### config.mk
export PLATFORM = sky130hd
export DESIGN_NAME = pipeline_hazard_controller
export DESIGN_NICKNAME = d
export VERILOG_FILES = /design/src/rtl/pipeline_hazard_controller.sv
export SDC_FILE = /design/constraint.sdc
export NUM_CORES = 1
export LEC_CHECK = 0
export CORE_AREA = 2 2 54 76
export DETAILED_ROUTE_END_ITERATION = 7
export DIE_AREA = 0 0 56 78
export PLACE_DENSITY = 0.75
export RECOVER_POWER = 25
export SLEW_MARGIN = 20
export SYNTH_ARGS = -nofsm -noshare
export SYNTH_HDL_FRONTEND = slang
export SYNTH_SLANG_ARGS = --single-unit
export TNS_END_PERCENT = 50
### constraint.sdc
create_clock -name clk -period 3.7 [get_ports clk]
set_input_delay 0.74 -clock clk [delete_from_list [all_inputs] [get_ports clk]]
set_output_delay 0.74 -clock clk [all_outputs]
set_load 0.03 [all_outputs]
### src/rtl/pipeline_hazard_controller.sv
// pipeline_hazard_controller
//   Front-end sequencing for the RV32I core: drives the PC write enable and
//   the IF/ID and decode-stage clk_en/flush controls. It inserts load-use
//   bubbles, squashes wrong-path fetches after a taken branch/jump, freezes
//   the front end while data memory is busy, counts stall cycles
//   (saturating) and raises a sticky flag when a memory wait runs too long.
// Ports
//   clk, rst                 clock, synchronous active-high reset
//   i_id_rs1/rs2, i_id_uses_rs1/rs2   source operands of the IF/ID instruction
//   i_ex_mem_rd, i_ex_reg_destination  load indication and rd held in ID/EX
//   i_ex_redirect            taken branch / jump resolved in EX
//   i_dmem_req, i_dmem_ready MA-stage data memory handshake
//   o_pc_wr, o_if_clk_en, o_if_flush, o_id_clk_en, o_id_flush  pipeline controls
//   o_state                  FSM state (RUN=00, REDIRECT=01, MEM_WAIT=10)
//   o_stall_count            cycles with o_pc_wr low, saturating
//   o_mem_timeout            sticky memory-wait timeout
module pipeline_hazard_controller #(
  parameter int REG_ADDR    = 5,
  parameter int IMEM_LAT    = 1,
  parameter int MAX_WAIT    = 15,
  parameter int STALL_CNT_W = 16
) (
  input  logic                   clk,
  input  logic                   rst,
  input  logic [REG_ADDR-1:0]    i_id_rs1,
  input  logic [REG_ADDR-1:0]    i_id_rs2,
  input  logic                   i_id_uses_rs1,
  input  logic                   i_id_uses_rs2,
  input  logic                   i_ex_mem_rd,
  input  logic [REG_ADDR-1:0]    i_ex_reg_destination,
  input  logic                   i_ex_redirect,
  input  logic                   i_dmem_req,
  input  logic                   i_dmem_ready,
  output logic                   o_pc_wr,
  output logic                   o_if_clk_en,
  output logic                   o_if_flush,
  output logic                   o_id_clk_en,
  output logic                   o_id_flush,
  output logic [1:0]             o_state,
  output logic [STALL_CNT_W-1:0] o_stall_count,
  output logic                   o_mem_timeout
);
  typedef enum logic [1:0] {
    RUN      = 2'b00,
    REDIRECT = 2'b01,
    MEM_WAIT = 2'b10,
    ILLEGAL  = 2'b11
  } state_t;

  localparam int WC_W = (MAX_WAIT < 1) ? 1 : $clog2(MAX_WAIT + 1);

  state_t            state_q, state_d;
  state_t            pre_q, pre_d;     // state to resume once memory wait ends
  state_t            eff;              // state whose rules apply this cycle
  logic [2:0]        redir_q, redir_d;
  logic [WC_W-1:0]   wait_q, wait_d;
  logic [STALL_CNT_W-1:0] stall_q;
  logic              to_q;
  logic              freeze, hazard, wait_max;

  assign freeze   = i_dmem_req & ~i_dmem_ready;
  assign hazard   = i_ex_mem_rd & (i_ex_reg_destination != '0) &
                    ((i_id_uses_rs1 & (i_id_rs1 == i_ex_reg_destination)) |
                     (i_id_uses_rs2 & (i_id_rs2 == i_ex_reg_destination)));
  assign wait_max = (wait_q == WC_W'(MAX_WAIT));

  // MEM_WAIT behaves like the state it interrupted; the illegal code runs
  // as RUN so the next edge lands in a legal state.
  always_comb begin
    case (state_q)
      MEM_WAIT: eff = pre_q;
      ILLEGAL:  eff = RUN;
      default:  eff = state_q;
    endcase
  end

  always_comb begin
    o_pc_wr     = 1'b1;
    o_if_clk_en = 1'b1;
    o_if_flush  = 1'b0;
    o_id_clk_en = 1'b1;
    o_id_flush  = 1'b0;
    state_d     = eff;
    pre_d       = pre_q;
    redir_d     = redir_q;
    wait_d      = '0;
    if (rst) begin
      o_pc_wr    = 1'b0;
      o_if_flush = 1'b1;
      o_id_flush = 1'b1;
    end else if (freeze) begin
      o_pc_wr     = 1'b0;
      o_if_clk_en = 1'b0;
      o_id_clk_en = 1'b0;
      state_d     = MEM_WAIT;
      if (state_q != MEM_WAIT) pre_d = eff;
      // saturate so a very long wait cannot wrap back below MAX_WAIT
      wait_d      = wait_max ? wait_q : wait_q + WC_W'(1);
    end else if (i_ex_redirect) begin
      o_if_flush = 1'b1;
      o_id_flush = 1'b1;
      if (IMEM_LAT > 0) begin
        state_d = REDIRECT;
        redir_d = 3'(IMEM_LAT);
      end else begin
        state_d = RUN;
      end
    end else if (eff == REDIRECT) begin
      // fetch output still invalid: keep loading NOPs into IF/ID
      o_if_flush = 1'b1;
      redir_d    = redir_q - 3'd1;
      state_d    = (redir_q <= 3'd1) ? RUN : REDIRECT;
    end else if (hazard) begin
      o_pc_wr     = 1'b0;
      o_if_clk_en = 1'b0;
      o_id_flush  = 1'b1;
      state_d     = RUN;
    end else begin
      state_d = RUN;
    end
  end

  always_ff @(posedge clk) begin
    if (rst) begin
      state_q <= RUN;
      pre_q   <= RUN;
      redir_q <= '0;
      wait_q  <= '0;
      stall_q <= '0;
      to_q    <= 1'b0;
    end else begin
      state_q <= state_d;
      pre_q   <= pre_d;
      redir_q <= redir_d;
      wait_q  <= wait_d;
      if (!o_pc_wr && (stall_q != '1)) stall_q <= stall_q + STALL_CNT_W'(1);
      if (freeze && wait_max) to_q <= 1'b1;
    end
  end

  assign o_state       = state_q;
  assign o_stall_count = stall_q;
  assign o_mem_timeout = to_q;
endmodule

## Word-level counts from Yosys, hierarchy flattened

Cells that the tools add are included.

- Input bits: 23
- Register bits after elaboration: 28
- Logic and storage cells: 60

- Eq/ne operators: 8
- Multiplexer cells: 24
- Order comparisons: 1
- Reduce and logical (&&, ||, !) cells: 9
- Add/subtract/negate cells: 3
- Bitwise logic cells: 8

Operator list:

| operator | number |
|---|---|
| 1-bit 2-to-1 mux | 20 |
| 16-bit by 1-bit adder with 16-bit output, second input constant | 1 |
| 16-bit != test, second input constant | 1 |
| 5-bit equality test | 2 |
| 3-bit 2-to-1 mux | 2 |
| 1-bit bitwise AND | 5 |
| 5-bit nonzero test | 1 |
| 4-bit by 1-bit adder with 4-bit output, second input constant | 1 |
| 2-bit equality test, second input constant | 2 |
| 4-bit equality test, second input constant | 1 |
| 2-bit case mux with 2 select lines | 1 |
| 2-bit AND reduction | 2 |
| 2-bit OR reduction | 2 |
| 3-bit by 1-bit <= comparator with 1-bit output, second input constant | 1 |
| 3-bit by 1-bit subtractor with 3-bit output, second input constant | 1 |
| 2-bit by 1-bit equality test with 1-bit output, second input constant | 1 |
| 1-bit logical AND | 2 |
| 2-bit 2-to-1 mux | 1 |
| 2-bit != test, second input constant | 1 |
| 1-bit inverter | 2 |
| 2-bit nonzero test | 1 |
| 1-bit zero test | 1 |
| 1-bit bitwise OR | 1 |

## Depth between registers and ports, before layout

Gate-level depths: netlist of run 1.

- Depth after elaboration: 11
- Depth in mapped cells: 9
- Gate-level depth less buffers: 7

## Worst setup path after synthesis of run 1

No wires, ideal clock.

- Path kind: in2out
- Start point: input i_ex_reg_destination[1]
- End point: output o_pc_wr
- Stages: 7
- Slack: 0.940 ns
- Arrival time: 2.020 ns
- Cells stage by stage: or4_1 -> nor2_1 -> or4b_4 -> o21ai_4 -> inv_2 -> buf_6 -> buf_2

- Cells in the longest elaborated chain, start to end: 9
- Elaborated cells between the ends (all ways): 13

RTL lines:

| element | line | RTL |
|---|---|---|
| start: declaration | 30 | `input logic [REG_ADDR-1:0] i_ex_reg_destination,` |
| 5-bit equality test, on equally long branches | 63, 64 |  |
| 1-bit bitwise AND, on equally long branches | 63, 64 |  |
| 1-bit bitwise OR | 63 | `((i_id_uses_rs1 & (i_id_rs1 == i_ex_reg_destination)) \|` |
| 1-bit bitwise AND (*) | 62 | `assign hazard = i_ex_mem_rd & (i_ex_reg_destination != '0) &` |
| 1-bit 2-to-1 mux (*) | 113 | `end else if (hazard) begin` |
| 1-bit 2-to-1 mux (*) | 108 | `end else if (eff == REDIRECT) begin` |
| 1-bit 2-to-1 mux (*) | 99 | `end else if (i_ex_redirect) begin` |
| 1-bit 2-to-1 mux (*) | 91 | `end else if (freeze) begin` |
| 1-bit 2-to-1 mux (*) | 87 | `if (rst) begin` |
| end: declaration | 34 | `output logic o_pc_wr,` |

Mark *: on every way between the ends. The rest lies on a longest branch, timed or not.

## Final worst setup path of run 1

Ends and elaborated chain as after synthesis.

==> reports/results.ini, run 1 <==
[global_route]
grtUsageTotal = 0.167
grt_max_degree = 22
grt_pass1_vias = 1407
gr-total-overflow = 0
antenna_found_initial = 0
grt_pass1_wl_mm = 6.01

[worst_setup_path]
crit_family = buffers and inverters
arrival_ns = 2.63
worstReg2RegStart = o_state[0]
start_kind = input port
max_stage_delay_ns = 0.56
timing.rr.end = o_stall_count[6]
reg2regPathDepth = 7
crit_path_end_kind = output pin
regToRegSetupSlack_ns = 1.37
cp_slowest_cell = or4_1
cp.required_ns = 2.96
cp_cell_sequence = clkdlybuf4s50_1 > or4_1 > nor2_1 > or4b_4 > o21ai_4 > inv_2 > buf_4
crit_buf_inv = 3
path_depth = 7
cp_max_fo = 21
setup.worst_path.class = input port to output pin

[detailed_routing]
final_antenna_net_count = 0
drc_errors = 0
drt_first_iter_violations = 24
first_pass_iters = 4
vias = 1513
via_per_inst = 5.52
finalWirelength_mm = 3.54
post_drt_wl_per_cell_um = 12.9

[yosys]
synth.avg_cell_area_um2 = 8.37
yosys_warnings = 0
synth_top_area_share = 0.362
synth_edf_count = 0
synthArstFlopShare = 0
yosys.area.top_type = dfxtp_1
yosys-top-cells-area = dfxtp_1, a21oi_1, nor2_1
ys_ff_latch = 28
yosysSeqAreaShare = 0.362
syn_area_um2 = 1550
synth_cell_type_count = 41
synth_fp_nets = 212
synth_flop_cell = dfxtp_1
netlist_instances = 185

[placed_design]
gp_congestion = 0.813
post-dp-hpwl_mm = 2.76
portBuffers = 46

[sta]
fin_crit_sh = 0.911
hold_viol_final = 0
rsz0062_at_grt = no
maxSlewViolCount = 0
setup_tns_ns = 0
slew_headroom = 0.639
max_freq_mhz = 297
period_minus_slack_ns = 3.37
worst_hold_slack_ns = 0.478
finalClockSkew_ns = 0.00958
finalSetupViolCount = 0
worst_slew_pin_slew_ns = 0.541

[clock_network]
cts_sinks = 28
clk_path_buf_depth = 2
cts_resized = 0
cts-buffers-inserted = 3
ctsHoldBuffers = 0
clkTransAtPathRegs_ns = 0.10
cts_root_buf = clkbuf_8
cts_setup_buffers = 0
worstSkewPairLatency_ns = 0.28
cts_tree = yes
htree_levels = 1

[die]
start_util = 0.425
core_um2 = 3640
die_h_um = 78
pin_count = 47
die_x_um = 56
core.rowCount = 26
dieArea_um2 = 4370

[hold_path]
whs_endpoint = o_mem_timeout
min_path_type = flip-flop to flip-flop
whs_path_depth = 2
min_from = o_mem_timeout

[pwr]
p_leak_nw = 0.747
ir_drop_mv = 0.236
pwr_density_cell_nw_per_um2 = 314

[cells_and_area]
fin_util = 0.581
layout_commonest_cell = clkdlybuf4s50_1
area_growth_pct = 36.7
nNetsFinal = 260
drive_gt1_frac = 0.0776
final_cell_mix = clkdlybuf4s50_1, dfxtp_1, nor2_1
n_antenna_cell = 0

[run_status]
outcome = finished, final reports clean

[run]
maxCapViolCount = 0

## Yosys cell counts (3+ instances only)
| cell type | number |
|---|---|
| inv_1 | 4 |
| and3_1 | 4 |
| nand2b_1 | 5 |
| a211oi_1 | 3 |
| ha_1 | 4 |
| clkbuf_1 | 4 |
| nand3_1 | 12 |
| nand2_1 | 6 |
| a21oi_1 | 16 |
| or4_1 | 8 |
| o31ai_1 | 6 |
| xor2_1 | 8 |
| nand4_1 | 4 |
| nor2b_1 | 6 |
| dfxtp_1 | 28 |
| xnor2_1 | 3 |
| mux2_2 | 5 |
| o21ai_0 | 6 |
| nor4_1 | 4 |
| nor3_1 | 5 |
| nor2_1 | 21 |
## final cells by class
| class | instances | area, µm² |
|---|---|---|
| clock buffer | 3 | 41.3 |
| fill | 359 | 1530 |
| multi-input combinational | 145 | 935 |
| sequential | 28 | 561 |
| tap | 42 | 52.6 |
| clock inverter | 1 | 30.0 |
| timing repair buffer | 50 | 479 |
| inverter | 5 | 18.8 |
## cells by family (layout without fill, tap and decap cells)
group / count (synthesis) / after routing / share of synthesized area
muxes: 6 / 6 / 0.0428
buffers and inverters: 12 / 59 / 0.0347
adders and majority gates: 4 / 4 / 0.0323
and+or+nand+nor: 86 / 86 / 0.312
DFF: 28 / 28 / 0.362
AOI/OAI and AO/OA: 38 / 38 / 0.154
xor gates and xnor gates: 11 / 11 / 0.0622
## worst reg2reg max path: cells and delay by family, from the launching register on
family                 cells  cell delay [ns]
AO/OA/AOI/OAI              2             0.34
AND/OR/NAND/NOR            3             1.01
multiplexers               1             0.37
flip-flops                 1             0.36
buffers and inverters      1             0.17
## through the flow
step                instances  power [mW]  worst slack [ns]  cell area [µm²]
CTS                       274       0.675             0.327             2120
finish                    274       0.665             0.329             2120
global route              274       0.693             0.179             2120
global placement          270       0.428             0.358             2050
detailed placement        270       0.429             0.327             2050
floorplan                 185       0.378             0.940             1550
## flip-flops by register name, summed over array words and instances (netlist names)
| register | count |
|---|---|
| wait_q | 4 |
| redir_q | 3 |
| o_mem_timeout | 1 |
| pre_q | 2 |
| o_stall_count | 16 |
| o_state | 2 |
## worst max-delay path by stage
| stage | from | to | slack, ns |
|---|---|---|---|
| finish | i_ex_reg_destination[1] | o_pc_wr | 0.33 |
| global route | i_ex_reg_destination[1] | o_pc_wr | 0.18 |
| CTS | i_ex_reg_destination[1] | o_pc_wr | 0.33 |
| detailed placement | i_ex_reg_destination[1] | o_pc_wr | 0.33 |
| global placement | i_ex_reg_destination[1] | o_pc_wr | 0.36 |
| floorplan | i_ex_reg_destination[1] | o_pc_wr | 0.94 |
## layer usage
layer / vias up / global-route usage / wire length, µm
li1: 773 / - / -
met1: 711 / 0.177 / 1500
met2: 25 / 0.324 / 1930
met3: 4 / 0.0217 / 75
met4: 0 / 0.0619 / 37
met5: - / 0 / 0
## report_power, final
group / internal (mW) / switching (mW)
logic: 0.0524 / 0.0544
registers: 0.308 / 0.00586
clock network: 0.145 / 0.0999
total: 0.505 / 0.160
Note: power is estimated with default switching activity, not from simulation.
==> inputs of run 2 (changes only) <==
Settings changed: GPL_ROUTABILITY_DRIVEN set to 0, SKIP_CTS_REPAIR_TIMING set to 1.
==> results of run 2 <==
Final layout, timing and power as in run 1 (identical DEF).
==> inputs of run 3 (changes only) <==
Settings changed: CTS_CLUSTER_SIZE set to 30, SLEW_MARGIN 20 to 0.
==> results of run 3 <==
Final layout, timing and power as in run 1 (identical DEF).
